--- config.mk ---
export PLATFORM = sky130hd
export DESIGN_NAME = midi_tx_scheduler
export DESIGN_NICKNAME = d
export VERILOG_FILES = /design/src/rtl/midi_tx_scheduler.sv
export SDC_FILE = /design/constraint.sdc
export NUM_CORES = 1
export LEC_CHECK = 0
export ABC_AREA = 1
export BUFFER_PORTS_ARGS = -buffer_cell sky130_fd_sc_hd__buf_2
export CAP_MARGIN = 20
export CORE_ASPECT_RATIO = 0.6
export CORE_MARGIN = 3
export CORE_UTILIZATION = 35
export DETAILED_ROUTE_END_ITERATION = 6
export GPL_TIMING_DRIVEN = 0
export SLEW_MARGIN = 0
export SYNTH_ARGS = -nofsm -noshare
export SYNTH_HDL_FRONTEND = slang
export SYNTH_SLANG_ARGS = --single-unit
--- constraint.sdc ---
create_clock -name clk -period 4.9 [get_ports clk]
set_clock_uncertainty 0.05 [all_clocks]
set_input_delay 0.49 -clock clk [delete_from_list [all_inputs] [get_ports clk]]
set_output_delay 0.49 -clock clk [all_outputs]
set_load 0.05 [all_outputs]
--- src/rtl/midi_tx_scheduler.sv ---
// Message-atomic round-robin scheduler for the MIDI TX byte stream, with real-time
// byte priority and a per-message stall watchdog that aborts and flushes hung messages.
//
//   state   | meaning
//   S_IDLE  | no message owns the sink; arbitrate among eligible sources
//   S_MSG   | granted source streams its message bytes until its last byte
//   S_ABORT | stalled message is terminated with ABORT_BYTE
module midi_tx_scheduler #(
    parameter int         NUM_SRC    = 4,
    parameter int         TIMEOUT    = 1024,
    parameter logic [7:0] ABORT_BYTE = 8'hF7
) (
    input  logic                       clk,
    input  logic                       rst,
    input  logic [7:0]                 rt_data,
    input  logic                       rt_valid,
    output logic                       rt_rd,
    input  logic [8*NUM_SRC-1:0]       src_data,
    input  logic [NUM_SRC-1:0]         src_valid,
    input  logic [NUM_SRC-1:0]         src_last,
    output logic [NUM_SRC-1:0]         src_rd,
    output logic [7:0]                 out_data,
    output logic                       out_valid,
    output logic                       out_last,
    input  logic                       out_rd,
    output logic [$clog2(NUM_SRC)-1:0] grant_id,
    output logic                       busy,
    output logic [7:0]                 abort_cnt
);

    localparam int GW = $clog2(NUM_SRC);
    localparam int SW = (TIMEOUT > 0) ? $clog2(TIMEOUT + 1) : 1;
    localparam logic [SW-1:0] STALL_LAST = (TIMEOUT > 0) ? SW'(TIMEOUT - 1) : '0;
    localparam logic [GW-1:0] LAST_SRC   = GW'(NUM_SRC - 1);

    typedef enum logic [1:0] {S_IDLE, S_MSG, S_ABORT} state_t;

    state_t               state_q, state_d;
    logic [GW-1:0]        grant_q, grant_d;
    logic [GW-1:0]        rr_q, rr_d;
    logic [SW-1:0]        stall_q, stall_d;
    logic [NUM_SRC-1:0]   flush_q, flush_d;
    logic [7:0]           abort_q, abort_d;

    logic                 found;
    int                   scan_idx;
    logic [7:0]           g_data;
    logic                 g_valid;
    logic                 g_last;

    always_comb begin
        state_d   = state_q;
        grant_d   = grant_q;
        rr_d      = rr_q;
        stall_d   = stall_q;
        flush_d   = flush_q;
        abort_d   = abort_q;
        out_data  = '0;
        out_valid = 1'b0;
        out_last  = 1'b0;
        rt_rd     = 1'b0;
        src_rd    = '0;
        found     = 1'b0;
        scan_idx  = 0;
        g_data    = src_data[8*int'(grant_q) +: 8];
        g_valid   = src_valid[grant_q];
        g_last    = src_last[grant_q];

        // Discard runs regardless of who owns the sink or whether rt is passing.
        for (int i = 0; i < NUM_SRC; i++) begin
            if (flush_q[i]) begin
                src_rd[i] = src_valid[i];
                if (src_valid[i] && src_last[i]) begin
                    flush_d[i] = 1'b0;
                end
            end
        end

        if (rt_valid) begin
            out_data  = rt_data;
            out_valid = 1'b1;
            out_last  = 1'b1;
            rt_rd     = out_rd;
        end else begin
            case (state_q)
                S_IDLE: begin
                    for (int k = 1; k <= NUM_SRC; k++) begin
                        scan_idx = (int'(rr_q) + k) % NUM_SRC;
                        if (!found && src_valid[scan_idx] && !flush_q[scan_idx]) begin
                            found   = 1'b1;
                            grant_d = GW'(scan_idx);
                            state_d = S_MSG;
                            stall_d = '0;
                        end
                    end
                end
                S_MSG: begin
                    out_data        = g_data;
                    out_valid       = g_valid;
                    out_last        = g_last;
                    src_rd[grant_q] = out_rd;
                    if (g_valid && out_rd) begin
                        stall_d = '0;
                        if (g_last) begin
                            rr_d    = grant_q;
                            state_d = S_IDLE;
                        end
                    end else if (TIMEOUT > 0 && !g_valid) begin
                        // Only source starvation counts; sink back-pressure never aborts.
                        if (stall_q == STALL_LAST) begin
                            state_d          = S_ABORT;
                            flush_d[grant_q] = 1'b1;
                            stall_d          = '0;
                        end else begin
                            stall_d = stall_q + 1'b1;
                        end
                    end
                end
                S_ABORT: begin
                    out_data  = ABORT_BYTE;
                    out_valid = 1'b1;
                    out_last  = 1'b1;
                    if (out_rd) begin
                        if (abort_q != 8'hFF) begin
                            abort_d = abort_q + 8'd1;
                        end
                        rr_d    = grant_q;
                        state_d = S_IDLE;
                    end
                end
                default: state_d = S_IDLE;
            endcase
        end

        if (rst) begin
            out_valid = 1'b0;
            rt_rd     = 1'b0;
            src_rd    = '0;
        end
    end

    always_ff @(posedge clk) begin
        if (rst) begin
            state_q <= S_IDLE;
            grant_q <= '0;
            rr_q    <= LAST_SRC;
            stall_q <= '0;
            flush_q <= '0;
            abort_q <= '0;
        end else begin
            state_q <= state_d;
            grant_q <= grant_d;
            rr_q    <= rr_d;
            stall_q <= stall_d;
            flush_q <= flush_d;
            abort_q <= abort_d;
        end
    end

    assign grant_id  = grant_q;
    assign busy      = (state_q != S_IDLE);
    assign abort_cnt = abort_q;

endmodule

==> impl_metrics.toml <==
[drt]
viasPerCell = 5.03
drtIter0Drc = 206
vias = 2865
wl_per_cell_um = 13.4
wl_um = 7620
antenna_left = 0
firstDrtPassIters = 5
drc_errors = 0

[outcome]
status = "finished, final reports clean"

[final_layout]
syn2layout_area_growth_pct = 26.7
antenna_cells = 0
drive_above_1_share_pct = 24.3
num-fill-cells = 710
finalNonFillerCells = 570
fin_nets = 542

[min_path]
min_to = "stall_q[1]"
hold_start = "stall_q[1]"
hp-class = "flip-flop to flip-flop"
min_path_cells = 2

[floorplanning]
core_um2 = 6410
initial_core_util_pct = 37.8
die_h_um = 70.5
die_area_um2 = 8000
ios = 78
placementRows = 22
fp.dieW_um = 113

[yosys]
yosysTopAreaCell = "dfxtp_1"
yosys-top-cells-area = "dfxtp_1 24%, nand2_1 19%, nand3_1 8.3%, nor2_1 5.9%, inv_1 5.7%"
synth_warnings = 0
synth-edff-count = 0
synth_top_cell_area_share_pct = 23.9
yosysUniqueCellTypes = 40
synthFlopType = "dfxtp_1"
async_reset_ff_share_pct = 0
netlist_area_um2 = 2430
ys_ff_latch = 29
synthTopCellsByCount = "124 x nand2_1, 40 x nand3_1, 38 x nor2_1"
synth_fp_nets = 458
postSynthAreaPerCell_um2 = 6.05
synth.most_common_cell = "nand2_1"
syn_inst = 401
ys_seq_area_share_pct = 23.9

[cts]
cts_resized = 0
holdBufCountCts = 0
tritoncts = "done"
cts_buffer_depth = 2
cts.htree.levels = 2
clkLatencyLatePin_ns = 0.28
clkTransAtPathRegs_ns = 0.05
numCtsBuffers = 5
cts_num_sinks = 29
post-cts-setup-buffer-count = 0
cts_root_buf = "clkbuf_16"

[global_routing]
grt_pass1_wl_um = 12800
gr-total-overflow = 0
antenna_found_initial = 0
grt_usage_pct = 19.3
grt_pass1_vias = 2603
grt_max_degree = 11

[power_and_ir_drop]
p_leak_nw = 1.47
power_density_nw_per_um2 = 406
ir_drop_mv = 0.146

[timing]
worst_slew_margin_rel_pct = 61.5
period_share_pct = 57.2
tns_ns = 0
min_period_ns = 2.80
finalSetupViolations = 0
fmax_mhz = 357
tightest_slew_ns = 0.575
hold_viol = 0
rsz0062_at_grt = "no"
maxSlewViolCount = 0

[flow_run]
max_cap_viol_count = 0

[setup_path]
cp-start-kind = "flip-flop"
criticalPathCategory = "flip-flop to output pin"
reg2reg_depth = 11
rrSetupSlack_ns = 2.92
r2r_start = "state_q[0]"
crit_fanout = 5
worst_ep_arrival_time_ns = 2.26
worst_setup_path_end_kind = "output pin"
reg2reg_to = "abort_cnt[5]"
worstPathRequired_ns = 4.36

[placement]
gp_congestion = 0.897
placed_cells = 562
numPortBuffers = 77
dp_hpwl_um = 6220
## cell type report
cell class	instances	area (um2)	area share [%]
Inverter	42	160	5.21
Clock buffer	7	153	4.97
Tap cell	84	105	3.42
Sequential cell	29	581	18.9
Clock inverter	1	5.00	0.163
Multi-Input combinational cell	318	1610	52.4
Buffer	12	73.8	2.40
Timing Repair Buffer	77	385	12.5
## layer usage
metal  vias to the layer above  share of wire, %  GRT usage, %
met5                         -                 0             0
met4                         0              0.67          2.80
met3                         7               7.2          4.94
met2                        96                37          25.0
met1                      1266                55          31.3
li1                       1496                 -             -
## power breakdown
part,internal (mW),leakage (nW),switching (mW),total (mW)
Clock,0.215,0.0799,0.107,0.322
Sequential,0.254,0.235,0.0203,0.274
Combinational,0.193,1.15,0.459,0.652
Total,0.661,1.47,0.586,1.25
## state kept, by name (all words and copies together), names as in the netlist
signal	count
state_q	2
stall_q	11
abort_cnt	8
rr_q	2
flush_q	4
grant_id	2
## critical path, stage by stage, from the launching register on
cell and delay (ns):
dfxtp_1 0.33, inv_1 0.10, ha_1 0.27, inv_1 0.10, nor2_1 0.15, inv_1 0.12
nor3_1 0.35, a21oi_1 0.08, a211oi_1 0.18, buf_2 0.30
## cells by family (layout without fill, tap and decap cells)
family	count (synthesis)	after routing	synth area share, %
flip-flops	29	29	23.9
AND/OR/NAND/NOR	249	249	47.6
buffers and inverters	54	139	9.64
XOR/XNOR	4	4	1.44
AO/OA/AOI/OAI	60	60	14.9
adder cells (fa/ha/maj)	5	5	2.58
## stage by stage
step	area [um2]	util (%)	worst slack [ns]	hold slack (ns)	power, mW
final	3070	47.9	2.10	0.431	1.25
after global routing	3070	47.9	1.89	0.460	1.34
after CTS	3070	47.9	2.09	0.436	1.25
after detailed placement	2920	45.5	2.38	0.428	0.927
after global placement	2920	45.5	2.41	0.423	0.923
after floorplan	2430	-	1.97	0.406	0.766
## worst max path at each step
| stage | endpoint | start | slack, ns |
|---|---|---|---|
| final | src_rd[2] | state_q[1] | 2.10 |
| after global routing | src_rd[2] | state_q[1] | 1.89 |
| after CTS | src_rd[2] | state_q[1] | 2.09 |
| after detailed placement | src_rd[2] | state_q[1] | 2.38 |
| after global placement | src_rd[2] | state_q[1] | 2.41 |
| after floorplan | src_rd[2] | grant_id[1] | 1.97 |
## placed cells by master, fill, tap and decap left out, drive strengths merged, types with 2 or more instances in the layout
| cell | count |
|---|---|
| a211oi | 5 |
| a21oi | 23 |
| a22o | 2 |
| a22oi | 6 |
| a31oi | 3 |
| buf | 83 |
| clkbuf | 13 |
| dfxtp | 29 |
| ha | 5 |
| inv | 42 |
| nand2 | 135 |
| nand3 | 44 |
| nand3b | 2 |
| nand4 | 12 |
| nor2 | 43 |
| nor3 | 11 |
| o211ai | 2 |
| o21a | 2 |
| o21ai | 14 |
| xnor2 | 2 |
| xor2 | 2 |
No activity file was read; power rests on OpenSTA's default activity.
